[src/rtl/seq_shifter.sv]
// Multi-cycle shift/rotate unit: accepts an operand over valid/ready, shifts one
// bit position per clock, and returns the result over a second valid/ready port.
module seq_shifter #(
  parameter int unsigned WIDTH = 16,
  localparam int unsigned AW = $clog2(WIDTH)
) (
  input  logic             clk,
  input  logic             reset,
  input  logic             in_valid,
  output logic             in_ready,
  input  logic [WIDTH-1:0] in,
  input  logic [2:0]       mode,
  input  logic [AW-1:0]    amount,
  output logic             out_valid,
  input  logic             out_ready,
  output logic [WIDTH-1:0] sout,
  output logic             busy
);

  localparam logic [2:0] MODE_PASS = 3'b000;
  localparam logic [2:0] MODE_LSL  = 3'b001;
  localparam logic [2:0] MODE_LSR  = 3'b010;
  localparam logic [2:0] MODE_ASR  = 3'b011;
  localparam logic [2:0] MODE_ROL  = 3'b100;
  localparam logic [2:0] MODE_ROR  = 3'b101;

  typedef enum logic [1:0] {
    IDLE  = 2'd0,
    SHIFT = 2'd1,
    DONE  = 2'd2
  } state_t;

  state_t           state, state_nxt;
  logic [2:0]       op;
  logic [AW-1:0]    count;
  logic [WIDTH-1:0] shift1;
  logic             accept;
  logic             mode_shifts;

  assign accept = in_valid && in_ready;

  // Pass and the two reserved encodings complete without any SHIFT cycles.
  always_comb begin
    mode_shifts = 1'b0;
    case (mode)
      MODE_LSL, MODE_LSR, MODE_ASR, MODE_ROL, MODE_ROR: mode_shifts = 1'b1;
      default:                                          mode_shifts = 1'b0;
    endcase
  end

  always_ff @(posedge clk or posedge reset) begin
    if (reset) state <= IDLE;
    else       state <= state_nxt;
  end

  always_comb begin
    state_nxt = state;
    case (state)
      IDLE: begin
        if (accept) begin
          if ((amount == AW'(0)) || !mode_shifts) state_nxt = DONE;
          else                                    state_nxt = SHIFT;
        end
      end
      SHIFT: begin
        if (count == AW'(1)) state_nxt = DONE;
      end
      DONE: begin
        if (out_ready) state_nxt = IDLE;
      end
      default: state_nxt = IDLE;
    endcase
  end

  always_comb begin
    in_ready  = (state == IDLE) && !reset;
    out_valid = (state == DONE);
    busy      = (state != IDLE);
  end

  // One-position step applied to the result register each SHIFT cycle.
  always_comb begin
    shift1 = sout;
    case (op)
      MODE_LSL: shift1 = {sout[WIDTH-2:0], 1'b0};
      MODE_LSR: shift1 = {1'b0, sout[WIDTH-1:1]};
      MODE_ASR: shift1 = {sout[WIDTH-1], sout[WIDTH-1:1]};
      MODE_ROL: shift1 = {sout[WIDTH-2:0], sout[WIDTH-1]};
      MODE_ROR: shift1 = {sout[0], sout[WIDTH-1:1]};
      default:  shift1 = sout;
    endcase
  end

  always_ff @(posedge clk or posedge reset) begin
    if (reset) begin
      sout  <= '0;
      op    <= MODE_PASS;
      count <= '0;
    end else if (accept) begin
      sout  <= in;
      op    <= mode;
      count <= amount;
    end else if (state == SHIFT) begin
      sout  <= shift1;
      count <= count - AW'(1);
    end
  end

endmodule

[config.mk]
export PLATFORM = sky130hd
export DESIGN_NAME = seq_shifter
export DESIGN_NICKNAME = d
export VERILOG_FILES = /design/src/rtl/seq_shifter.sv
export SDC_FILE = /design/constraint.sdc
export NUM_CORES = 1
export LEC_CHECK = 0
export ABC_AREA = 1
export BUFFER_PORTS_ARGS = -buffer_cell sky130_fd_sc_hd__buf_4
export CORE_AREA = 2 2 81 83
export CTS_CLUSTER_DIAMETER = 120
export DETAILED_ROUTE_END_ITERATION = 12
export DIE_AREA = 0 0 83 85
export PLACE_DENSITY = 0.5
export SLEW_MARGIN = 30
export SYNTH_ARGS = -nofsm -noshare
export SYNTH_HDL_FRONTEND = slang
export SYNTH_SLANG_ARGS = --single-unit
[constraint.sdc]
create_clock -name clk -period 3.3 [get_ports clk]
set_clock_uncertainty 0.2 [all_clocks]
set_input_delay 0.165 -clock clk [delete_from_list [all_inputs] [get_ports clk]]
set_output_delay 0.165 -clock clk [all_outputs]
set_load 0.1 [all_outputs]
==> results of run 1 <==
[worst max-delay path by stage]
| stage | startpoint | end | slack, ns | depth (start not counted) |
|---|---|---|---|---|
| finish | op[1] | sout[2] | 1.22 | 8 |
| global route | op[1] | sout[11] | 1.00 | 8 |
| CTS | op[1] | sout[2] | 1.20 | 8 |
| detailed placement | op[1] | sout[2] | 1.23 | 8 |
| global placement | op[1] | sout[2] | 1.28 | 8 |
| floorplan | state[0] | out_valid | 1.23 | 1 |
[state kept, by name, indices dropped and copies added (netlist names)]
signal,cells
sout,16
count,4
op,3
state,2
[layout by cell type, fill, tap and decap left out, types with 2 or more instances in the layout]
cell type	Yosys	routed
nand2_1	70	70
nand3_1	47	47
buf_4	4	46
nor2_1	27	27
dfrtp_1	25	25
inv_1	23	23
or2_0	9	9
dlygate4sd3_1	0	9
o21ai_0	7	7
or2_1	7	7
inv_2	5	5
nand3_2	5	5
nand2_2	4	4
ha_1	4	4
o211ai_1	3	3
clkbuf_8	0	3
nor3_1	2	2
a21oi_1	2	2
o21ai_1	2	2
[cell type report]
cell class / instances / share of cell area
Sequential cell: 25 / 0.272
Tap cell: 77 / 0.0419
Timing Repair Buffer: 56 / 0.198
Inverter: 29 / 0.0485
Clock buffer: 4 / 0.0196
Multi-Input combinational cell: 193 / 0.419
[worst register-to-register path, cell delays in order, from the launching register on]
cell,delay [ns]
dfrtp_1,0.43
inv_2,0.08
ha_1,0.60
inv_1,0.13
nand2_2,0.27
nand2_1,0.09
nand3_1,0.10
nand3_2,0.06
nand2_1,0.06
[per-layer routing]
metal	track usage	share of wire
met5	0	0
met4	0.0179	0.0035
met3	0.0175	0.035
met2	0.227	0.47
met1	0.170	0.49
[metrics by stage]
stage | hold slack, ns | worst slack (ns) | util | instance area (µm²) | cells
global placement | 0.0732 | 1.28 | 0.348 | 2160 | 371
global route | 0.0208 | 1.00 | 0.370 | 2300 | 384
detailed placement | 0.0814 | 1.23 | 0.348 | 2160 | 371
finish | 0.0159 | 1.22 | 0.370 | 2300 | 384
CTS | 0.0100 | 1.20 | 0.370 | 2300 | 384
floorplan | 0.0169 | 1.23 | - | 1810 | 259
[repair_timing]
item / CTS / global route
gates resized for setup: 0 / 0
hold buffers: 9 / 0
endpoints found under the hold margin: 33 / 0
[cells by family (layout without fill, tap and decap cells)]
logic type | count (synthesis) | after routing | share of synthesized area
xor+xnor | 1 | 1 | 0.00484
compound gates | 14 | 14 | 0.0428
simple gates | 174 | 174 | 0.457
buf+inv | 41 | 89 | 0.122
flops | 25 | 25 | 0.346
fa+ha+maj | 4 | 4 | 0.0276
[synthesized netlist by cell type]
| cell type | instances | area (µm²) |
|---|---|---|
| nor3_1 | 2 | 10.0 |
| or2_0 | 9 | 56.3 |
| nand2_8 | 1 | 20.0 |
| nor2_1 | 27 | 101 |
| buf_2 | 2 | 10.0 |
| o21ai_1 | 2 | 10.0 |
| inv_2 | 5 | 18.8 |
| clkbuf_2 | 1 | 5.00 |
| ha_1 | 4 | 50.1 |
| nor2_4 | 1 | 11.3 |
| xor2_1 | 1 | 8.76 |
| nand3_1 | 47 | 235 |
| buf_4 | 4 | 30.0 |
| dfrtp_1 | 25 | 626 |
| o21ai_0 | 7 | 35.0 |
| or2_1 | 7 | 43.8 |
| a21oi_1 | 2 | 10.0 |
| o211ai_1 | 3 | 22.5 |
| nand2_4 | 1 | 11.3 |
| inv_1 | 23 | 86.3 |
| nand2_2 | 4 | 25.0 |
| buf_6 | 4 | 45.0 |
| nand3_2 | 5 | 50.1 |
| nand2_1 | 70 | 263 |
| buf_12 | 1 | 20.0 |
| inv_4 | 1 | 6.26 |
==> results_dict.tcl, run 1 <==
set metrics [dict create \
    status "completed" \
    die_width_um 83 \
    final_nets 339 \
    layout-drive-gt1-share 0.221 \
    core_um2 6200 \
    clkSlewWorstSetupHoldPaths_ns 0.10 \
    synth-seq-cells 25 \
    slowest_delay_ns 0.60 \
    fillCellCount 692 \
    drc 0 \
    tns_ns 0 \
    num_io_pins 46 \
    max_freq_mhz 480 \
    r2r-start "op[1]" \
    crit_type "reg -> reg" \
    grt_usage 0.128 \
    layout.area.seq_um2 626 \
    synthDistinctLibCells 26 \
    postCtsSetupBuffers 0 \
    cts-htree-levels 1 \
    hold_path_end "sout[9]" \
    placementRows 29 \
    cts_buffers 3 \
    wirelength_um 4510 \
    gr-total-overflow 0 \
    r2r_end "sout[2]" \
    antenna_found_initial 0 \
    min_period_ns 2.08 \
    diodes 0 \
    initial_utilization 0.292 \
    relSlewSlack 0.669 \
    clockBufferDepth 2 \
    slowest_stage "ha_1" \
    ys_seq_area_frac 0.346 \
    postRouteAntennaNets 0 \
    dp_hpwl_um 3060 \
    hold_depth 4 \
    dr.pass1.iters 4 \
    cts.sinks 25 \
    cp_num_buf_inv 2 \
    multi_input_area_um2 963 \
    via_per_inst 4.51 \
    syn_area_per_cell_um2 6.99 \
    path_cells "inv_2, ha_1, inv_1, nand2_2, nand2_1, nand3_1, nand3_2, nand2_1" \
    cp-start-kind "flop" \
    synth_area_um2 1810 \
    grt_pass1_wl_um 7620 \
    drv_slew 0 \
    grt_pass1_vias 1680 \
    crit_fanout 16 \
    hold_path.class "in -> reg" \
    syn-num-nets 290 \
    clkLatencyLatePin_ns 0.27 \
    area_growth_pct 26.9 \
    cp_data_required_time_ns 3.31 \
    grt_setup_unrepaired "no" \
    tightest_slew_ns 0.496 \
    syn_inst 259 \
    worst_setup_path_end_kind "flop" \
    dieArea_um2 7060 \
    vias 1732 \
    reg2reg_depth 8 \
    cp_top_family "adder cells" \
    wl_per_cell_um 11.7 \
    cts_tree "yes" \
    cp.arrival_ns 2.09 \
    reg2reg_setup_slack_ns 1.22 \
    finalHoldViolCount 0 \
    cts_root_buf "clkbuf_8" \
    post-route-period-util 0.631 \
    die_h_um 85 \
    drt_iter0_markers 45 \
    grt_max_degree 58 \
    finalSetupViolCount 0 \
    path_common_cell "nand2_1" \
    gp_congestion 0.761 \
    ys_warn_count 0 \
    drv_cap 0 \
    worstHoldStart "in[9]" \
    portBuffers 45 \
]
Power of run 1 is left out: the tool's default activity adds up to more than one toggle a clock period on the data nets, which glitch-free logic cannot reach.
==> run 2, diff against run 1 <==
- clock period: 3.3 -> 2.05 ns (I/O delays scaled with it)
==> run 2 against run 1 <==
  * Count of clock-buffer cells in the layout unchanged
  * Utilization increased by 2.8 points
  * Setup slack got worse by 0.97 ns
==> results_dict.tcl, run 2 (same netlist as run 1, synthesis figures left out) <==
set metrics [dict create \
    grt_pass1_vias 1700 \
    crit_type "in -> out" \
    tightest_slew_ns 0.301 \
    diodes 0 \
    drc 0 \
    fin_util 0.398 \
    post-route-period-util 0.880 \
    cts.sinks 25 \
    ir_worst_vdd_v 0.000955 \
    dr.pass1.iters 4 \
    portBuffers 45 \
    place_ws_ns 0.325 \
    grt_max_degree 58 \
    cts_buffers 3 \
    die_width_um 83 \
    drt_iter0_markers 67 \
    dpl_cell_area_um2 2180 \
    clkSlewWorstSetupHoldPaths_ns 0.09 \
    drv_cap 0 \
    cts_tree "yes" \
    cts-htree-levels 1 \
    hold_depth 5 \
    final_nets 357 \
    dieArea_um2 7060 \
    finalSetupViolCount 0 \
    final_common_cell "nand2_1" \
    cp-start-kind "input pin" \
    postRouteAntennaNets 0 \
    tns_ns 0 \
    clkLatencyLatePin_ns 0.27 \
    hold_path.class "in -> reg" \
    cp.arrival_ns 1.50 \
    initial_utilization 0.292 \
    relSlewSlack 0.799 \
    top_regs "sout: 16 flops, count: 4 flops, op: 3 flops" \
    gp_congestion 0.780 \
    placementRows 29 \
    status "completed" \
    wirelength_um 4580 \
    core_um2 6200 \
    final_cell_mix "nand2_1, buf_4, nand3_1" \
    num_io_pins 46 \
    final_area_um2 2470 \
    fillCellCount 692 \
    die_h_um 85 \
    drv_slew 0 \
    grt_setup_unrepaired "no" \
    min_period_ns 1.80 \
    area_growth_pct 36.6 \
    r2r_end "sout[10]" \
    vias 1793 \
    worst_setup_path_end_kind "primary output" \
    cts_root_buf "clkbuf_8" \
    grt_usage 0.133 \
    hold_path_end "sout[5]" \
    finalHoldViolCount 0 \
    largest_register_ffs 16 \
    postCtsResizedCells 0 \
    via_per_inst 4.46 \
    setup_ws_ns 0.247 \
    power.leakage_nw 1.26 \
    crit_fanout 13 \
    wl_per_cell_um 11.4 \
    reg2reg_setup_slack_ns 0.34 \
    power_density_nw_per_um2 1680 \
    antenna_found_initial 0 \
    reg2reg_depth 8 \
    worstHoldStart "in_valid" \
    hold-worst-slack_ns 0.186 \
    gr-total-overflow 0 \
    max_freq_mhz 555 \
    layout-drive-gt1-share 0.215 \
    clockBufferDepth 2 \
    grt_pass1_wl_um 7830 \
    dp_hpwl_um 3160 \
    top_register "sout" \
    cp_data_required_time_ns 1.75 \
    r2r-start "op[1]" \
]
## run 2: cell types whose count changed in the layout (fill, tap and decap cells not counted), sizes merged
cell,delta
buf,+2
dlygate4sd3,+16
## run 2: metal layers
metal | GRT usage | vias to the layer above | wire [µm]
li1 | - | 949 | -
met1 | 0.171 | 806 | 2220
met2 | 0.235 | 34 | 2170
met3 | 0.0272 | 4 | 168
met4 | 0.0224 | 0 | 25
met5 | 0 | - | 0
## run 2: how the worst max path moves through the flow
stage	from	end	slack, ns
after CTS	reset	in_ready	0.22
after global routing	reset	in_ready	0.16
after detailed placement	op[2]	sout[13]	0.32
after floorplan	state[0]	out_valid	0.05
after global placement	op[1]	sout[3]	0.34
final	reset	in_ready	0.25
## run 2: through the flow
step | std cells | power, mW
5_1_grt | 402 | 4.49
6_report | 402 | 4.16
2_1_floorplan | 259 | 3.32
3_3_place_gp | 373 | 3.84
4_1_cts | 402 | 4.21
3_5_place_dp | 373 | 3.85
## run 2: critical path, cell delays in order
cell           delay, ns
dlygate4sd3_1       0.53
buf_4               0.13
inv_1               0.09
buf_4               0.23
nand2_1             0.07
inv_1               0.05
buf_4               0.28
## run 2: final cells by class
type,count,area (µm²),share of cell area
clock buffer,4,45.0,0.0182
inverter,29,111,0.0450
multi-input combinational,193,963,0.390
sequential,25,626,0.253
tap,77,96.3,0.0390
timing repair buffer,74,631,0.255
## run 2: power breakdown
group	internal [mW]	leakage, nW	switching [mW]
Combinational	0.764	0.922	2.15
Sequential	0.706	0.317	0.236
Clock	0.139	0.0228	0.167
## run 2: repair_timing
action,in CTS,in global routing
hold buffers,25,0
hold endpoints to repair,50,0
buffers inserted,0,0
Power figures use the tool's default switching activity.
